`config.mk`:
```
export PLATFORM = sky130hd
export DESIGN_NAME = ws2812b_multi_driver
export DESIGN_NICKNAME = d
export VERILOG_FILES = /design/src/rtl/ws2812b_multi_pkg.sv /design/src/rtl/ws2812b_bit_serializer.sv /design/src/rtl/ws2812b_multi_driver.sv
export SDC_FILE = /design/constraint.sdc
export NUM_CORES = 1
export LEC_CHECK = 0
export CORE_MARGIN = 3
export CORE_UTILIZATION = 50
export CTS_BUF_LIST = sky130_fd_sc_hd__clkbuf_4
export DETAILED_ROUTE_END_ITERATION = 8
export GPL_TIMING_DRIVEN = 0
export PLACE_DENSITY = 0.77
export SYNTH_ARGS = -nofsm -noshare
export SYNTH_HDL_FRONTEND = slang
export SYNTH_HIERARCHICAL = 1
export SYNTH_SLANG_ARGS = --single-unit
```
`constraint.sdc`:
```
create_clock -name clk -period 3.2 [get_ports clk]
set_input_delay 0.8 -clock clk [delete_from_list [all_inputs] [get_ports clk]]
set_output_delay 0.8 -clock clk [all_outputs]
set_load 0.01 [all_outputs]
```
`src/rtl/ws2812b_multi_pkg.sv`:
```
// Shared constants, types and timing helpers for the WS2812B multi-string driver.
// WS2812B_RGBW_EN widens FIFO entries to 32-bit colour for SK6812-style pixels.
package ws2812b_multi_pkg;

  localparam logic [3:0] AddrCtrl   = 4'h0;
  localparam logic [3:0] AddrG      = 4'h1;
  localparam logic [3:0] AddrR      = 4'h2;
  localparam logic [3:0] AddrB      = 4'h3;
  localparam logic [3:0] AddrW      = 4'h4;
  localparam logic [3:0] AddrCfg    = 4'h5;
  localparam logic [3:0] AddrStatus = 4'h6;

  localparam int unsigned StatNotFull  = 0;
  localparam int unsigned StatIdle     = 1;
  localparam int unsigned StatOverflow = 2;
  localparam int unsigned StatClrBit   = 2;

  typedef enum logic [1:0] {StIdle, StLoad, StSend, StLatch} disp_state_e;

`ifdef WS2812B_RGBW_EN
  localparam int unsigned ColorW = 32;
`else
  localparam int unsigned ColorW = 24;
`endif

  typedef struct packed {
    logic [ColorW-1:0] color;
    logic [1:0]        chan;
    logic              mode;
    logic [5:0]        rep;    // repeat count minus one
    logic              latch;
    logic              black;
  } entry_t;

  // Cycle count for a duration in ns, rounded to nearest.
  function automatic int unsigned cycles_ns(int unsigned clk_hz, int unsigned ns);
    longint unsigned prod;
    prod = 64'(clk_hz) * 64'(ns) + 64'd500_000_000;
    return 32'(prod / 64'd1_000_000_000);
  endfunction

  function automatic int unsigned t_bit(int unsigned clk_hz);
    return cycles_ns(clk_hz, 1250);
  endfunction

  function automatic int unsigned t0h(int unsigned clk_hz);
    return cycles_ns(clk_hz, 400);
  endfunction

  function automatic int unsigned t1h(int unsigned clk_hz);
    return cycles_ns(clk_hz, 800);
  endfunction

  function automatic int unsigned t_res(int unsigned clk_hz);
    return cycles_ns(clk_hz, 80000);
  endfunction

endpackage

```
`src/rtl/ws2812b_bit_serializer.sv`:
```
// Shifts a parallel pixel out MSB first as WS2812B bit pulses on one of four lines.
// Accepts the next pixel in the last cycle of the final bit so pixels run back-to-back.
module ws2812b_bit_serializer #(
  parameter int unsigned T_BIT = 80,
  parameter int unsigned T0H   = 26,
  parameter int unsigned T1H   = 51
) (
  input  logic        clk,
  input  logic        rst_n,
  input  logic        valid,
  input  logic [31:0] pixel,
  input  logic [5:0]  nbits,
  input  logic [1:0]  chan,
  output logic        ready,
  output logic        busy,
  output logic [3:0]  line
);

  localparam logic [15:0] TBitM1 = 16'(T_BIT - 1);
  localparam logic [15:0] T0h    = 16'(T0H);
  localparam logic [15:0] T1h    = 16'(T1H);

  logic        busy_q;
  logic [31:0] shift_q;
  logic [5:0]  left_q;
  logic [15:0] cnt_q;
  logic [1:0]  chan_q;
  logic [3:0]  line_q;
  logic        last_slot;
  logic [15:0] hi_len;

  assign last_slot = busy_q && (cnt_q == TBitM1);
  assign ready     = !busy_q || (last_slot && (left_q == 6'd1));
  assign hi_len    = shift_q[31] ? T1h : T0h;
  assign busy      = busy_q;
  assign line      = line_q;

  always_ff @(posedge clk) begin
    if (!rst_n) begin
      busy_q  <= 1'b0;
      shift_q <= '0;
      left_q  <= '0;
      cnt_q   <= '0;
      chan_q  <= '0;
      line_q  <= '0;
    end else if (valid && ready) begin
      busy_q  <= 1'b1;
      shift_q <= pixel;
      left_q  <= nbits;
      cnt_q   <= '0;
      chan_q  <= chan;
      line_q  <= 4'b0001 << chan;
    end else if (busy_q) begin
      if (cnt_q == TBitM1) begin
        cnt_q <= '0;
        if (left_q == 6'd1) begin
          busy_q <= 1'b0;
          line_q <= '0;
        end else begin
          left_q  <= left_q - 6'd1;
          shift_q <= shift_q << 1;
          line_q  <= 4'b0001 << chan_q;
        end
      end else begin
        cnt_q  <= cnt_q + 16'd1;
        line_q <= ((cnt_q + 16'd1) < hi_len) ? (4'b0001 << chan_q) : 4'b0000;
      end
    end
  end

endmodule

```
`src/rtl/ws2812b_multi_driver.sv`:
```
// TinyQV byte peripheral: register file, pixel command FIFO and dispatcher feeding
// one shared bit serializer. Define WS2812B_RGBW_EN for the W register and 32-bit mode.
module ws2812b_multi_driver
  import ws2812b_multi_pkg::*;
#(
  parameter int unsigned CLK_HZ     = 64000000,
  parameter int unsigned CHANNELS   = 2,
  parameter int unsigned FIFO_DEPTH = 4
) (
  input  logic       clk,
  input  logic       rst_n,
  input  logic [7:0] ui_in,
  output logic [7:0] uo_out,
  input  logic [3:0] address,
  input  logic       data_write,
  input  logic [7:0] data_in,
  output logic [7:0] data_out
);

  localparam int unsigned TRes = t_res(CLK_HZ);
  localparam int unsigned LatW = $clog2(TRes + 1);
  localparam int unsigned PtrW = $clog2(FIFO_DEPTH);
  localparam logic [1:0]  ChanMax = 2'(CHANNELS - 1);

  logic [7:0] g_q, r_q, b_q, w_val;
  logic [1:0] cfg_chan_q;
  logic       mode_val, ovf_q, idle_q;
  entry_t     fifo_q [FIFO_DEPTH];
  logic [PtrW-1:0] wr_ptr_q, rd_ptr_q;
  logic [3:0] count_q;
  logic       full, push, push_ok, pop;
  entry_t     push_entry;
  logic       unused_ui;

  disp_state_e     state_q;
  entry_t          work_q;
  logic [6:0]      left_q;
  logic [LatW-1:0] lat_cnt_q;
  logic            ser_valid, ser_ready, ser_busy;
  logic [31:0]     ser_pixel;
  logic [5:0]      ser_nbits;
  logic [3:0]      ser_line;

  assign unused_ui = ^ui_in;

`ifdef WS2812B_RGBW_EN
  logic [7:0] w_q;
  logic       mode_q;
  assign w_val    = w_q;
  assign mode_val = mode_q;
  always_ff @(posedge clk) begin
    if (!rst_n) begin
      w_q    <= '0;
      mode_q <= 1'b0;
    end else if (data_write && address == AddrW) begin
      w_q <= data_in;
    end else if (data_write && address == AddrCfg) begin
      mode_q <= data_in[4];
    end
  end
`else
  assign w_val    = '0;
  assign mode_val = 1'b0;
`endif

  assign full    = (count_q == 4'(FIFO_DEPTH));
  assign push    = data_write && (address == AddrCtrl);
  assign push_ok = push && !full;   // a same-cycle pop never makes room
  assign pop     = (state_q == StLoad);

  always_comb begin
    push_entry       = '0;
`ifdef WS2812B_RGBW_EN
    push_entry.color = {g_q, r_q, b_q, w_val};
`else
    push_entry.color = {g_q, r_q, b_q};
`endif
    push_entry.chan  = (cfg_chan_q > ChanMax) ? ChanMax : cfg_chan_q;
    push_entry.mode  = mode_val;
    push_entry.rep   = data_in[6:1];
    push_entry.latch = data_in[7];
    push_entry.black = ~data_in[0];
  end

  always_ff @(posedge clk) begin
    if (!rst_n) begin
      g_q        <= '0;
      r_q        <= '0;
      b_q        <= '0;
      cfg_chan_q <= '0;
      ovf_q      <= 1'b0;
      wr_ptr_q   <= '0;
      rd_ptr_q   <= '0;
      count_q    <= '0;
    end else begin
      if (data_write) begin
        case (address)
          AddrG:      g_q <= data_in;
          AddrR:      r_q <= data_in;
          AddrB:      b_q <= data_in;
          AddrCfg:    cfg_chan_q <= data_in[1:0];
          AddrStatus: if (data_in[StatClrBit]) ovf_q <= 1'b0;
          AddrCtrl:   if (full) ovf_q <= 1'b1;
          default:    ;
        endcase
      end
      if (push_ok) begin
        fifo_q[wr_ptr_q] <= push_entry;
        wr_ptr_q         <= wr_ptr_q + 1'b1;
      end
      if (pop) rd_ptr_q <= rd_ptr_q + 1'b1;
      count_q <= count_q + 4'(push_ok) - 4'(pop);
    end
  end

  always_ff @(posedge clk) begin
    if (!rst_n) begin
      state_q   <= StIdle;
      work_q    <= '0;
      left_q    <= '0;
      lat_cnt_q <= '0;
      idle_q    <= 1'b0;
    end else begin
      idle_q <= (count_q == 4'd0) && (state_q == StIdle) && !ser_busy;
      case (state_q)
        StIdle: if (count_q != 4'd0) state_q <= StLoad;
        StLoad: begin
          work_q  <= fifo_q[rd_ptr_q];
          left_q  <= {1'b0, fifo_q[rd_ptr_q].rep} + 7'd1;
          state_q <= StSend;
        end
        StSend: begin
          if (ser_ready) begin
            left_q <= left_q - 7'd1;
            if (left_q == 7'd1) state_q <= work_q.latch ? StLatch : StIdle;
          end
        end
        StLatch: begin
          // Reset time counts only once the final bit has fully left the serializer.
          if (ser_busy) begin
            lat_cnt_q <= '0;
          end else if (lat_cnt_q == LatW'(TRes - 1)) begin
            state_q <= StIdle;
          end else begin
            lat_cnt_q <= lat_cnt_q + 1'b1;
          end
        end
        default: state_q <= StIdle;
      endcase
    end
  end

  assign ser_valid = (state_q == StSend);
  assign ser_nbits = work_q.mode ? 6'd32 : 6'd24;

  always_comb begin
`ifdef WS2812B_RGBW_EN
    ser_pixel = work_q.mode ? work_q.color : {work_q.color[31:8], 8'h00};
`else
    ser_pixel = {work_q.color, 8'h00};
`endif
    if (work_q.black) ser_pixel = '0;
  end

  ws2812b_bit_serializer #(
    .T_BIT (t_bit(CLK_HZ)),
    .T0H   (t0h(CLK_HZ)),
    .T1H   (t1h(CLK_HZ))
  ) u_ser (
    .clk   (clk),
    .rst_n (rst_n),
    .valid (ser_valid),
    .pixel (ser_pixel),
    .nbits (ser_nbits),
    .chan  (work_q.chan),
    .ready (ser_ready),
    .busy  (ser_busy),
    .line  (ser_line)
  );

  always_comb begin
    uo_out = '0;
    for (int c = 0; c < int'(CHANNELS); c++) uo_out[1+c] = ser_line[c];
  end

  always_comb begin
    case (address)
      AddrCtrl:   data_out = {7'b0, ~full};
      AddrG:      data_out = g_q;
      AddrR:      data_out = r_q;
      AddrB:      data_out = b_q;
      AddrW:      data_out = w_val;
      AddrCfg:    data_out = {3'b0, mode_val, 2'b0, cfg_chan_q};
      AddrStatus: data_out = {count_q, 1'b0, ovf_q, idle_q, ~full};
      default:    data_out = '0;
    endcase
  end

endmodule

```
# Yosys cells after proc, flatten, opt, wreduce, memory -nomap -nowiden
# Memory sizes are Yosys's and may differ from the RTL's. A register that Yosys moved wholly into a read port is not among the register bits.
# Index checks and enable logic that the tools add are counted.
[classes] n_bitwise=3 n_reduce_logical=28 add_sub_neg=9 n_eq_ne=22 shifts=2 magnitude_cmp=2 muxes=42
[op_table] op="two-way mux 32 bit" count=5
[op_table] op="case mux 8 bit (6 select lines)" count=1
[op_table] op="two-way mux 6 bit" count=6
[op_table] op="two-way mux 2 bit" count=14
[op_table] op="two-way mux 13 bit" count=2
[op_table] op="adder 16 x 1 -> 16 bit (second input constant)" count=1
[op_table] op="== test 16 x 7 -> 1 bit (second input constant)" count=1
[op_table] op="less-than comparator 16 bit" count=1
[op_table] op="two-way mux 16 bit" count=1
[op_table] op="case mux 7 bit (2 select lines)" count=1
[op_table] op="adder 13 x 1 -> 13 bit (second input constant)" count=1
[op_table] op="== test 13 bit (second input constant)" count=1
[op_table] op="== test 4 x 3 -> 1 bit (second input constant)" count=3
[op_table] op="inequality test 2 bit (second input constant)" count=6
[op_table] op="AND reduction 2 bit" count=6
[op_table] op="two-way mux 1 bit" count=9
[op_table] op="== test 4 x 2 -> 1 bit (second input constant)" count=2
[op_table] op="zero test 4 bit" count=2
[op_table] op="case mux 2 bit (4 select lines)" count=1
[op_table] op="nonzero test 2 bit" count=4
[op_table] op="adder 6 x 1 -> 7 bit (second input constant)" count=1
[op_table] op="== test 7 x 1 -> 1 bit (second input constant)" count=1
[op_table] op="logical AND 1 bit" count=7
[op_table] op="two-way mux 7 bit" count=1
[op_table] op="22 further kinds" count=30
[totals] regBits=146 out_inout_bits=16 mem_count=1 ramBits=136 inputBits=23
[mem_list] memory="fifo_q" depth=4 width=34 rd=1 rd_clocked_by_memory_dff=1 wr=1 line="ws2812b_multi_driver.sv:28" rtl="entry_t fifo_q [FIFO_DEPTH];"

# Depth between registers and ports, before layout
# Gate-level depths: netlist of the first run.
[depth] ltp_word=7 depth_mapped=14 ltp_nobuf=12

# By module
# Netlist of the first run, hierarchy kept.
[modules_own_cells] mod="ws2812b_multi_driver" cells_each=691 instances=1 area_each_um2=9414.0
[modules_own_cells] mod="ws2812b_bit_serializer" cells_each=424 instances=1 area_each_um2=3309.4

# Worst setup path before layout of the first run
# OpenSTA, ideal clock, no wires.
[synth_path] kind="in2reg" startpoint="in address[2]" endpoint="reg count_q[2]" n_path_buf=3 setup_time_ns=0.115 setup_slack_ns=0.035 stages=13 t_required_ns=3.085 t_arrival_ns=3.050 path_cell_list="buf_2 > or2_1 > buf_2 > nor4b_2 > and2_1 > buf_2 > inv_1 > ha_1 > inv_1 > ha_1 > fa_1 > xor2_1 > and2_1"
[synth_via] elab_chain_cells=5
[synth_lines] element="start, declared" line="ws2812b_multi_driver.sv:14" rtl="input logic [3:0] address,"
[synth_lines] element="zero test 4 bit" line="ws2812b_multi_driver.sv:67" rtl="assign push = data_write && (address == AddrCtrl);"
[synth_lines] element="logical AND 1 bit" line="ws2812b_multi_driver.sv:67"
[synth_lines] element="logical AND 1 bit" line="ws2812b_multi_driver.sv:68" rtl="assign push_ok = push && !full;"
[synth_lines] element="adder 4 x 1 -> 4 bit" line="ws2812b_multi_driver.sv:112" rtl="count_q <= count_q + 4'(push_ok) - 4'(pop);"
[synth_lines] element="subtractor 4 x 1 -> 4 bit" line="ws2812b_multi_driver.sv:112"
[synth_lines] element="end signal, assigned" line="ws2812b_multi_driver.sv:112"
[synth_lines] element="end, declared" line="ws2812b_multi_driver.sv:30" rtl="logic [3:0] count_q;"
# Every way passes these cells.
# A chain may end at the register's enable or synchronous reset.

# Worst setup path after layout of the first run
[layout_path] startpoint="in address[3]" endpoint="out data_out[2]"
[layout_via] elab_chain_cells=2 elab_cells_between_ends=7 cone_classes="eq/ne (5); mux (1); reduce/logical (1)"
[layout_lines] element="== test 4 x 3 -> 1 bit (tied with other cells)" line="ws2812b_multi_driver.sv:187" rtl="case (address)"
[layout_lines] element="case mux 8 bit (6 select lines) *" line="ws2812b_multi_driver.sv:187"
[layout_lines] element="end, declared" line="ws2812b_multi_driver.sv:17" rtl="output logic [7:0] data_out"
# Every way passes the cells marked *; elsewhere a longest branch is shown, timed or not.

==> run_results.csv, run 1 <==
group,metric,value,unit
die,initial_core_util,0.514,
clock_network,cts_root_buf,"clkbuf_4",
die,dieWidth,165,µm
sta,slew_headroom,0.373,
die,row_count,57,
finish,multi_input_area,0.00516,mm²
clock_network,clk_pin_slew,0.07,ns
sta,worstMarginPinSlew,0.940,ns
finish,register_area,0.00703,mm²
placement,portBuffers,21,
status,outcome,"complete, no violations",
finish,fillCellCount,2041,
clock_network,cts_tree,"done",
power_and_ir_drop,p_switching,3310,µW
sta,report.final.setup_viol,0,
clock_network,cts_buffer_depth,3,
job,max_cap_violations,0,
grt,antenna_found_initial,1,
setup_path,required,2.40,ns
power_and_ir_drop,p_seq_frac,0.438,
clock_network,cts_setup_buffers,0,
finish,final_cell_mix,"nand2_1, dfxtp_1, edfxtp_1, clkbuf_4, nor2_1",
detailed_routing,wl_per_cell,16.8,µm
sta,timing.final.crit_share,0.967,
die,die_area,0.0272,mm²
grt,grt_use_total,0.203,
power_and_ir_drop,power_density,721,mW/mm²
setup_path,cp_max_fo,8,
finish,final_layout_size_suffix_gt1_frac,0.188,
yosys,netlist_area,0.0126,mm²
clock_network,clkLatencyLatePin,0.74,ns
die,die_h,165,µm
finish,final_cell_count_no_fill,1592,
finish,final_nets,1262,
setup_path,cp_data_arrival_time,2.30,ns
detailed_routing,drc,0,
hold_path,hold_path.class,"register to register",
power_and_ir_drop,power.internal,6960,µW
grt,grt_pass1_vias,8557,
power_and_ir_drop,pwr-share-comb,0.267,
yosys,synthCells,1103,
setup_path,cp-end-kind,"output port",
sta,fmax,0.323,GHz
placement,dpl.hpwl,18000,µm
grt,grt_max_degree,35,
detailed_routing,drt_iter0_drc,815,
power_and_ir_drop,switching_share,0.322,
clock_network,cts_hold_buf,0,
clock_network,numCtsBuffers,72,
die,fp.coreArea,0.0245,mm²
setup_path,worstSetupStartpointType,"primary input",
placement,placed_cells,1470,
detailed_routing,routed_wl,26700,µm
grt,grt_pass1_wl,43500,µm
yosys,synth.avg_cell_area,11.4,µm²
power_and_ir_drop,p_clk_frac,0.295,
detailed_routing,ant_nets,0,
placement,routabilityCongestion,0.927,
power_and_ir_drop,ir_worst_vdd,0.393,mV
finish,syn2layout_area_growth,12.8,%
detailed_routing,viasPerCell,5.49,
finish,final_cell_area,0.0142,mm²
setup_path,path_class,"primary input to output port",
die,io_pins,39,
detailed_routing,vias,8746,
sta,drv_slew,0,
clock_network,cts_sinks,283,
power_and_ir_drop,power_leakage,0.00490,µW
sta,final_hold_viol_count,0,
grt,gr-total-overflow,0,
placement,postPlaceCellArea,0.0133,mm²
finish,layout_commonest_cell,"nand2_1",
detailed_routing,first_pass_iters,5,
clock_network,htreeDepth,3,
yosys,yosysWarnings,6,
sta,rsz0062_at_grt,"false",
sta,fin_crit,3.10,ns
sta,finClkSkew,0.0628,ns
## per-layer routing
layer	share of wire	GRT usage	vias up
li1	-	-	4245
met1	0.45	0.273	4200
met2	0.48	0.325	250
met3	0.050	0.0401	51
met4	0.023	0.0789	0
met5	0	0	-
## flip-flops by register name, indices dropped and copies added (netlist names), 4 cells and up, named ones only
signal	cells
b_q	8
count_q	4
fifo_q	136
g_q	8
lat_cnt_q	13
left_q	7
r_q	8
u_ser/cnt_q	16
u_ser/left_q	6
u_ser/shift_q	32
work_q	28
## cell type report
class / instances / area share
Timing Repair Buffer: 21 / 0.0148
Clock inverter: 20 / 0.00949
Tap cell: 324 / 0.0285
Inverter: 25 / 0.00659
Clock buffer: 102 / 0.0538
Buffer: 76 / 0.0309
Multi-Input combinational cell: 740 / 0.362
Antenna cell: 1 / 0.000176
Sequential cell: 283 / 0.493
## power groups by stage
stage | registers (µW) | clock network (µW) | logic [µW]
finish | 4490 | 3030 | 2740
global route | 4550 | 3310 | 3050
CTS | 4490 | 3100 | 2730
detailed placement | 4560 | 0 | 2720
global placement | 4550 | 0 | 2650
floorplan | 4480 | 0 | 2130
## metrics by stage
step                hold slack [ns]  utilization  total power, µW  setup WS [ns]  setup TNS [ns]
detailed placement            0.445        0.543             7280         -0.613          -63.44
global route                  0.479        0.580            10900         0.0355               0
floorplan                     0.432            -             6610         0.0353               0
global placement              0.445        0.543             7200          -1.05         -142.89
finish                        0.453        0.580            10300          0.105               0
CTS                           0.455        0.580            10300         0.0801               0
## final timing paths
kind                            cells after the start  slack [ns]                 endpoint                         from
worst min register to register                      2        0.45  work_q[12]$_SDFFE_PN0P_      work_q[12]$_SDFFE_PN0P_
worst max-delay path                                5        0.10              data_out[2]                   address[3]
worst min-delay path                                2        0.45  work_q[12]$_SDFFE_PN0P_      work_q[12]$_SDFFE_PN0P_
worst max register to register                      9        0.28   left_q[3]$_SDFFE_PN0P_  u_ser/cnt_q[7]$_SDFFE_PP0P_
## repair_timing
action                     CTS  global route
cloned                       0             0
setup endpoints to repair    7             4
resized for setup            5             5
## worst max-delay path: stages
cell and delay (ns):
dlygate4sd2_1 0.31, or2_1 0.24, buf_2 0.18, o22ai_1 0.18, clkdlybuf4s50_1 0.58
Note: power is estimated with default switching activity, not from simulation.
==> run 2, diff against run 1 <==
--- a/config.mk
+++ b/config.mk
@@ -5,6 +5,7 @@
 export SDC_FILE = /design/constraint.sdc
 export NUM_CORES = 1
 export LEC_CHECK = 0
+export CAP_MARGIN = 10
 export CORE_MARGIN = 3
 export CORE_UTILIZATION = 50
 export CTS_BUF_LIST = sky130_fd_sc_hd__clkbuf_4
==> results of run 2 <==
The final DEF is identical to that of run 1; final timing and power are the same.
==> run 3, diff against run 2 <==
--- a/config.mk
+++ b/config.mk
@@ -12,6 +12,7 @@
 export DETAILED_ROUTE_END_ITERATION = 8
 export GPL_TIMING_DRIVEN = 0
 export PLACE_DENSITY = 0.77
+export RECOVER_POWER = 50
 export SYNTH_ARGS = -nofsm -noshare
 export SYNTH_HDL_FRONTEND = slang
 export SYNTH_HIERARCHICAL = 1
==> run 3 against run 2 <==
The run now ends with max-capacitance violations, max-slew violations left; die area unchanged; largest power group unchanged; worst hold slack about the same; clock power is essentially flat; sequential power barely moved; register-to-register slack improved by 0.02 ns; highest routed layer unchanged.
==> run_results.csv, run 3 (synthesis results as in run 1) <==
group,metric,value,unit
placement,routabilityCongestion,0.927,
die,initial_core_util,0.514,
hold_path,hold_path.class,"register to register",
status,violations,"max-capacitance violations, max-slew violations",
placement,portBuffers,21,
sta,drv_slew,18,
sta,setup_tns,0,ns
clock_network,clk_pin_slew,0.07,ns
setup_path,cp_max_fo,8,
die,fp.coreArea,0.0245,mm²
sta,finClkSkew,0.0542,ns
grt,antenna_found_initial,1,
grt,grt_pass1_wl,43500,µm
finish,final_layout_size_suffix_gt1_frac,0.178,
clock_network,cts_sinks,283,
power_and_ir_drop,ir_worst_vdd,0.391,mV
setup_path,cp-end-kind,"output port",
sta,slew_headroom,-0.0832,
detailed_routing,ant_nets,0,
setup_path,path_class,"primary input to output port",
sta,fin_crit,3.08,ns
setup_path,cp_data_arrival_time,2.28,ns
finish,final_cell_mix,"nand2_1, dfxtp_1, edfxtp_1, clkbuf_4, nor2_1",
sta,setup_ws,0.124,ns
setup_path,cp_top_family,"buffers and inverters",
die,die_area,0.0272,mm²
detailed_routing,viasPerCell,5.49,
sta,worstMarginPinSlew,1.61,ns
detailed_routing,vias,8748,
detailed_routing,drt_iter0_drc,750,
grt,grt_use_total,0.203,
clock_network,cts_tree,"done",
die,die_h,165,µm
finish,fillCellCount,2061,
setup_path,path_buf_inv,3,
clock_network,clkLatencyLatePin,0.71,ns
die,io_pins,39,
grt,grt_max_degree,35,
setup_path,crit_chain,"dlygate4sd2_1 -> or2_1 -> buf_2 -> o22ai_1 -> clkdlybuf4s50_1",
sta,timing.final.crit_share,0.961,
die,row_count,57,
grt,grt_pass1_vias,8557,
clock_network,htreeDepth,3,
placement,pre_cts_ws,-0.613,ns
grt,gr-total-overflow,0,
finish,layout_commonest_cell,"nand2_1",
clock_network,numCtsBuffers,72,
setup_path,worstSetupStartpointType,"primary input",
finish,regMostFlops,"fifo_q",
sta,final_hold_viol_count,0,
power_and_ir_drop,power_density,722,mW/mm²
setup_path,cp_slowest_stage_delay,0.57,ns
job,max_cap_violations,2,
sta,report.final.setup_viol,0,
setup_path,crit_slowest_cell,"clkdlybuf4s50_1",
clock_network,cts_buffer_depth,3,
detailed_routing,drc,0,
status,outcome,"finished, violations left",
power_and_ir_drop,power_leakage,0.00485,µW
setup_path,required,2.40,ns
clock_network,cts_root_buf,"clkbuf_4",
finish,syn2layout_area_growth,12.1,%
finish,largest_reg_flops,136,
sta,fmax,0.325,GHz
finish,largestRegisters,"fifo_q (136), u_ser/shift_q (32), work_q (28)",
placement,postPlaceCellArea,0.0133,mm²
detailed_routing,first_pass_iters,7,
placement,dpl.hpwl,18000,µm
sta,rsz0062_at_grt,"false",
detailed_routing,routed_wl,26700,µm
finish,final_nets,1262,
detailed_routing,wl_per_cell,16.8,µm
finish,final_cell_area,0.0142,mm²
die,dieWidth,165,µm
run 3: cell count changes in the layout (fill, tap and decap cells not counted), sizes merged:
cell           previous run  this run
buf                      47        41
clkdlybuf4s50            18         8
clkbuf                  131       137
dlygate4sd3               0        10
run 3: worst paths after layout:
check | start | endpoint | slack, ns | depth (start not counted)
worst max-delay path | address[3] | data_out[2] | 0.12 | 5
worst min-delay path | work_q[12]$_SDFFE_PN0P_ | work_q[12]$_SDFFE_PN0P_ | 0.45 | 2
worst max register to register | u_ser/cnt_q[8]$_SDFFE_PP0P_ | left_q[3]$_SDFFE_PN0P_ | 0.30 | 8
worst min register to register | work_q[12]$_SDFFE_PN0P_ | work_q[12]$_SDFFE_PN0P_ | 0.45 | 2
run 3: tightest hold or removal path, stage by stage (launching register included):
cell and delay [ns]:
dfxtp_1 0.31, nand2_1 0.05, a21oi_1 0.05
run 3: through the flow:
step	total power [µW]	utilization	hold WS, ns	instances
CTS	10300	0.580	0.455	1591
global placement	7200	0.543	0.445	1470
finish	10200	0.577	0.453	1592
floorplan	6610	-	0.432	1125
detailed placement	7280	0.543	0.445	1470
global route	10900	0.577	0.479	1592
run 3: area by class of cell:
type | count | area (µm²) | area share
Antenna cell | 1 | 2.50 | 0.000177
Buffer | 76 | 422 | 0.0298
Clock buffer | 102 | 766 | 0.0541
Clock inverter | 20 | 135 | 0.00955
Inverter | 25 | 93.8 | 0.00663
Multi-Input combinational cell | 740 | 5090 | 0.360
Sequential cell | 283 | 7030 | 0.497
Tap cell | 324 | 405 | 0.0286
Timing Repair Buffer | 21 | 210 | 0.0149
run 3: layer usage:
| layer | track usage | part of all wire |
|---|---|---|
| met1 | 0.273 | 0.45 |
| met5 | 0 | 0 |
| met3 | 0.0401 | 0.051 |
| met4 | 0.0789 | 0.023 |
| met2 | 0.325 | 0.48 |
run 3: power breakdown:
part | internal (µW) | switching, µW | total (µW)
Sequential | 4200 | 294 | 4490
Clock | 1570 | 1450 | 3020
Combinational | 1170 | 1540 | 2710
Total | 6940 | 3290 | 10200
run 3: repair_timing:
item | 4_1_cts | 5_1_grt
resized for setup | 5 | 5
pin swaps | 0 | 0
setup buffers | 0 | 0
endpoints found under the setup margin | 7 | 4
hold buffers | 0 | 0
